==> config.mk <==
export PLATFORM = sky130hd
export DESIGN_NAME = miriscv_div
export DESIGN_NICKNAME = d
export VERILOG_FILES = /design/src/rtl/miriscv_div_pkg.sv /design/src/rtl/miriscv_div.sv
export SDC_FILE = /design/constraint.sdc
export NUM_CORES = 1
export LEC_CHECK = 0
export ABC_AREA = 1
export BUFFER_PORTS_ARGS = -buffer_cell sky130_fd_sc_hd__buf_4
export CAP_MARGIN = 20
export CORE_MARGIN = 10
export CORE_UTILIZATION = 35
export CTS_CLUSTER_DIAMETER = 80
export DETAILED_ROUTE_END_ITERATION = 6
export GPL_TIMING_DRIVEN = 0
export SLEW_MARGIN = 10
export SYNTH_ARGS = -nofsm -noshare
export SYNTH_HDL_FRONTEND = slang
export SYNTH_SLANG_ARGS = --single-unit
==> constraint.sdc <==
create_clock -name clk_i -period 3.1 [get_ports clk_i]
set_input_delay 0.31 -clock clk_i [delete_from_list [all_inputs] [get_ports clk_i]]
set_output_delay 0.31 -clock clk_i [all_outputs]
set_load 0.01 [all_outputs]
==> src/rtl/miriscv_div_pkg.sv <==
// Shared types and helpers for the iterative RV32M divider.
package miriscv_div_pkg;

  localparam int XLEN      = 32;
  localparam int DIV_CNT_W = $clog2(XLEN);

  // Bit 1 selects the remainder, bit 0 selects unsigned operation.
  typedef enum logic [1:0] {
    DIV_DIV  = 2'b00,
    DIV_DIVU = 2'b01,
    DIV_REM  = 2'b10,
    DIV_REMU = 2'b11
  } div_op_t;

  typedef enum logic [1:0] {
    IDLE = 2'b00,
    CALC = 2'b01,
    FIX  = 2'b10,
    DONE = 2'b11
  } div_state_t;

  // Two's complement negate.
  function automatic logic [XLEN-1:0] neg(input logic [XLEN-1:0] x);
    return ~x + XLEN'(1);
  endfunction

endpackage

==> src/rtl/miriscv_div.sv <==
// Iterative radix-2 restoring divider for DIV/DIVU/REM/REMU.
// Special cases (divide by zero, signed overflow) finish straight from IDLE;
// everything else iterates XLEN cycles in CALC, then fixes signs in FIX.
module miriscv_div
  import miriscv_div_pkg::*;
(
  input  logic            clk_i,
  input  logic            rst_i,
  input  logic            div_req_i,
  input  div_op_t         div_op_i,
  input  logic [XLEN-1:0] div_a_i,
  input  logic [XLEN-1:0] div_b_i,
  input  logic            div_kill_i,
  output logic            div_busy_o,
  output logic            div_valid_o,
  output logic [XLEN-1:0] div_result_o
);

  localparam logic [XLEN-1:0] MIN_NEG = {1'b1, {(XLEN-1){1'b0}}};

  div_state_t           state_q;
  div_state_t           state_d;
  logic [DIV_CNT_W-1:0] cnt_q;
  logic [XLEN-1:0]      rem_q;
  logic [XLEN-1:0]      quot_q;
  logic [XLEN-1:0]      divisor_q;
  logic [XLEN-1:0]      result_q;
  logic                 neg_q;
  logic                 rem_sel_q;
  logic                 busy_q;
  logic                 valid_q;

  logic                 accept;
  logic                 signed_op;
  logic                 a_neg;
  logic                 b_neg;
  logic [XLEN-1:0]      a_mag;
  logic [XLEN-1:0]      b_mag;
  logic                 div_by_zero;
  logic                 overflow;
  logic                 special;
  logic [XLEN-1:0]      special_result;
  logic                 result_neg;

  logic [XLEN:0]        rem_shift;
  logic [XLEN:0]        trial;
  logic [XLEN-1:0]      rem_next;
  logic [XLEN-1:0]      quot_next;
  logic [XLEN-1:0]      fix_result;

  // Decode the incoming request: operand magnitudes, sign of result, special cases.
  always_comb begin
    accept         = (state_q == IDLE) && div_req_i && !div_kill_i;
    signed_op      = !div_op_i[0];
    a_neg          = signed_op && div_a_i[XLEN-1];
    b_neg          = signed_op && div_b_i[XLEN-1];
    a_mag          = a_neg ? neg(div_a_i) : div_a_i;
    b_mag          = b_neg ? neg(div_b_i) : div_b_i;
    div_by_zero    = (div_b_i == '0);
    overflow       = signed_op && (div_a_i == MIN_NEG) && (div_b_i == '1);
    special        = div_by_zero || overflow;
    result_neg     = div_op_i[1] ? a_neg : (a_neg ^ b_neg);
    special_result = div_a_i;
    if (div_by_zero) begin
      special_result = div_op_i[1] ? div_a_i : '1;
    end else if (div_op_i[1]) begin
      special_result = '0;
    end
  end

  // One restoring step: shift {rem,quot} left, keep the trial difference if non-negative.
  always_comb begin
    rem_shift = {rem_q, quot_q[XLEN-1]};
    trial     = rem_shift - {1'b0, divisor_q};
    rem_next  = trial[XLEN] ? rem_shift[XLEN-1:0] : trial[XLEN-1:0];
    quot_next = {quot_q[XLEN-2:0], !trial[XLEN]};
  end

  // Sign-correct the finished magnitudes and pick quotient or remainder.
  always_comb begin
    if (rem_sel_q) begin
      fix_result = neg_q ? neg(rem_q) : rem_q;
    end else begin
      fix_result = neg_q ? neg(quot_q) : quot_q;
    end
  end

  // Next-state logic; kill abandons CALC/FIX but lets a DONE pulse through.
  always_comb begin
    state_d = state_q;
    case (state_q)
      IDLE: begin
        if (accept) begin
          state_d = special ? DONE : CALC;
        end
      end
      CALC: begin
        if (div_kill_i) begin
          state_d = IDLE;
        end else if (cnt_q == '0) begin
          state_d = FIX;
        end
      end
      FIX:     state_d = div_kill_i ? IDLE : DONE;
      DONE:    state_d = IDLE;
      default: state_d = IDLE;
    endcase
  end

  // Control registers; busy and valid are registered from the next state.
  always_ff @(posedge clk_i) begin
    if (rst_i) begin
      state_q <= IDLE;
      busy_q  <= 1'b0;
      valid_q <= 1'b0;
    end else begin
      state_q <= state_d;
      busy_q  <= (state_d != IDLE);
      valid_q <= (state_d == DONE);
    end
  end

  // Datapath registers: operand latch on accept, iteration in CALC, result on FIX.
  always_ff @(posedge clk_i) begin
    if (rst_i) begin
      cnt_q     <= '0;
      rem_q     <= '0;
      quot_q    <= '0;
      divisor_q <= '0;
      result_q  <= '0;
      neg_q     <= 1'b0;
      rem_sel_q <= 1'b0;
    end else begin
      case (state_q)
        IDLE: begin
          if (accept) begin
            if (special) begin
              result_q <= special_result;
            end else begin
              rem_q     <= '0;
              quot_q    <= a_mag;
              divisor_q <= b_mag;
              cnt_q     <= DIV_CNT_W'(XLEN-1);
              neg_q     <= result_neg;
              rem_sel_q <= div_op_i[1];
            end
          end
        end
        CALC: begin
          if (!div_kill_i) begin
            rem_q  <= rem_next;
            quot_q <= quot_next;
            cnt_q  <= cnt_q - DIV_CNT_W'(1);
          end
        end
        FIX: begin
          if (!div_kill_i) begin
            result_q <= fix_result;
          end
        end
        default: begin
        end
      endcase
    end
  end

  assign div_busy_o   = busy_q;
  assign div_valid_o  = valid_q;
  assign div_result_o = result_q;

endmodule

==> flow_summary.toml <==
[sta]
setup_viol = 0
hold_violations = 0
rsz0062_at_grt = "true"
slew_viol_final = 0
min_period_over_period_pct = 95.1
fmax_ghz = 0.339
slew_headroom_pct = 33.9
skew_ns = 0.0191
tightest_slew_ns = 0.984
fin_crit_ns = 2.95

[floorplan]
die_y_microns = 217
fp.coreArea_sq_mm = 0.0385
boundaryPins = 104
die_area_sq_mm = 0.0470
start_util_pct = 35.2
die_w_microns = 217
placement_rows = 72

[clocking]
clock_path_buffers = 2
cts_tree = "done"
cts_num_sinks = 139
clk_latency_ns = 0.46
cts_hold_buffers = 0
cts_resized = 0
post-cts-setup-buffers = 0
cts_root_buf = "clkbuf_16"
clkTransAtPathRegs_ns = 0.06
htreeDepth = 4
cts_buffers = 17

[setup_path]
critPathSlowestCell = "fa_1"
required_ns = 3.40
crit_buf_inv = 3
crit_arrival_ns = 3.25
crit_fanout = 10
critical_path.endpoint_type = "register"
crit_type = "register to register"
startpoint_type = "register"
cp_top_family = "simple AND/OR/NAND/NOR gates"
cpPeakStageDelay_ns = 0.40
r2r_slack_ns = 0.15
crit_chain = "inv_1 -> ha_1 -> fa_1 -> inv_1 -> nand2_1 -> nand2_1 -> nand3_1 -> nand2_1 -> nand2_1 -> nand2_1 -> nand2_2 -> nand3_1 -> buf_2 -> nand3_1 -> nand3_1 -> a21oi_1"
critPathMostFrequentCell = "nand2_1"

[grt]
track_usage_pct = 25.8
grt_pass1_wl_microns = 93000
grt_pass1_vias = 15121
grt_max_degree = 17
antenna_found_initial = 0
overflow = 0

[final_layout]
num-nets-final = 2701
diodes = 0
finish.utilization_pct = 40.6
layout-drive-gt1-share_pct = 8.29
area_delta_synth_final_pct = 15.1

[detailed_routing]
drc = 0
detail_route.wl_per_cell_microns = 19.9
via_per_inst = 5.28
postRouteAntennaNets = 0
drtPass1Iterations = 5
via_count = 16474
routed_wl_microns = 62100
drtIter0Drc = 2102

[power_and_ir_drop]
powerDensity_mw_per_mm2 = 375
ir_worst_vdd_mv = 0.402
power_leakage_nw = 7.74
total_power_w = 0.00586

[place]
routabilityCongestion = 0.998
io_buffers = 103
hpwl_microns = 50900

[synth]
seq_area_frac_synth_pct = 20.5
yosys.area.top_type_share_pct = 20.6
ys_ff_latch = 139
yosys_warnings = 0
postSynthAreaPerCell_sq_um = 5.48
netlist_top_cells_area = "nand2_1 (21%), dfxtp_1 (21%), nor2_1 (9.5%)"
syn-num-nets = 2580
ys_types = 48
synth_top_area_cell = "nand2_1"
syn_area_sq_mm = 0.0135
synth_cells = 2471

[outcome]
status = "finished clean"

[job]
cap_violations = 0

[min_path]
hold_class = "input pin to register"
[placed cells by master, fill, tap and decap left out, types with 5 or more instances in the layout]
| cell type | count |
|---|---|
| a21oi_1 | 143 |
| a21oi_2 | 5 |
| buf_1 | 10 |
| buf_2 | 19 |
| buf_4 | 104 |
| buf_6 | 11 |
| clkbuf_1 | 51 |
| clkbuf_16 | 17 |
| dfxtp_1 | 139 |
| ha_1 | 38 |
| inv_1 | 305 |
| inv_2 | 8 |
| nand2_1 | 743 |
| nand3_1 | 244 |
| nand3_2 | 6 |
| nand3b_1 | 17 |
| nand4_1 | 36 |
| nor2_1 | 342 |
| nor2_2 | 12 |
| nor3_1 | 29 |
| o211ai_1 | 20 |
| o21ai_0 | 181 |
| o21bai_1 | 5 |
| o22ai_1 | 10 |
| xnor2_1 | 14 |
| xor2_1 | 34 |
[tightest hold or removal path: stages]
cell,delay [ns]
buf_4,0.14
nand2_1,0.06
a31oi_1,0.07
[routing by layer]
metal  track usage (%)  routed length (microns)  vias to the layer above
met1              36.5                    28600                     7479
met5                 0                        0                        -
li1                  -                        -                     8159
met3              5.42                     5840                       83
met2              38.1                    26000                      753
met4              8.25                     1660                        0
[cell families after synthesis]
logic type | Yosys count | share of synthesized area [%]
adder cells (fa/ha/maj) | 41 | 3.80
AO/OA/AOI/OAI | 380 | 15.0
XOR/XNOR | 48 | 3.10
flip-flops | 139 | 20.5
AND/OR/NAND/NOR | 1453 | 45.2
buffers and inverters | 410 | 12.3
[cells in the mapped netlist, drive strengths merged]
master  count
o21bai      5
fa          1
nand3b     17
and2        4
o21a        3
or2         4
a31o        1
a22oi       2
ha         38
nand3     250
a21o        1
maj3        2
dfxtp     139
xor2       34
nor3       29
a21oi     148
o22ai      10
clkinv      3
nor4        1
nand4      38
clkbuf     50
a31oi       2
a211oi      1
o21ai     183
nand2     750
nor2      358
o211ai     20
xnor2      14
buf        44
nor3b       2
inv       313
o31ai       4
[area by class of cell]
class | instances | area, sq um
plain buffers | 93 | 480
clock buffers | 21 | 460
clock inverters | 10 | 165
fillers | 4353 | 22900
inverters | 316 | 1190
multi-input cells | 1922 | 9100
flip-flops and latches | 139 | 2780
well taps | 518 | 648
repair buffers | 103 | 773
[sequential cells by signal, indices dropped and copies added (netlist names), 2 cells and up]
| register | flops |
|---|---|
| div_result_o | 32 |
| divisor_q | 32 |
| cnt_q | 5 |
| state_q | 2 |
| rem_q | 32 |
| quot_q | 32 |
[per-stage QoR]
step / instances / worst slack, ns / hold slack (ns) / instance area [sq um] / setup TNS (ns)
after floorplan: 2471 / 0.782 / 0.430 / 13500 / 0
after global placement: 3092 / 0.269 / 0.456 / 15000 / 0
after CTS: 3123 / 0.210 / 0.164 / 15600 / 0
after global routing: 3122 / -0.00582 / 0.196 / 15600 / -0.00582
after detailed placement: 3092 / 0.227 / 0.456 / 15000 / 0
final: 3122 / 0.153 / 0.182 / 15600 / 0
[report_power, final]
group          switching (W)  internal (W)
Sequential         0.0000744       0.00186
Combinational        0.00116      0.000500
Clock               0.000871       0.00139
[worst paths after layout]
kind                            from                         end  depth (start not counted)
max          quot_q[31]$_SDFFE_PP0P_       rem_q[4]$_SDFFE_PP0P_                         16
max reg2reg  quot_q[31]$_SDFFE_PP0P_       rem_q[4]$_SDFFE_PP0P_                         16
min reg2reg    cnt_q[2]$_SDFFE_PP0P_       cnt_q[2]$_SDFFE_PP0P_                          2
min                      div_b_i[30]  divisor_q[30]$_SDFFE_PP0P_                          3
Power figures use the tool's default switching activity.
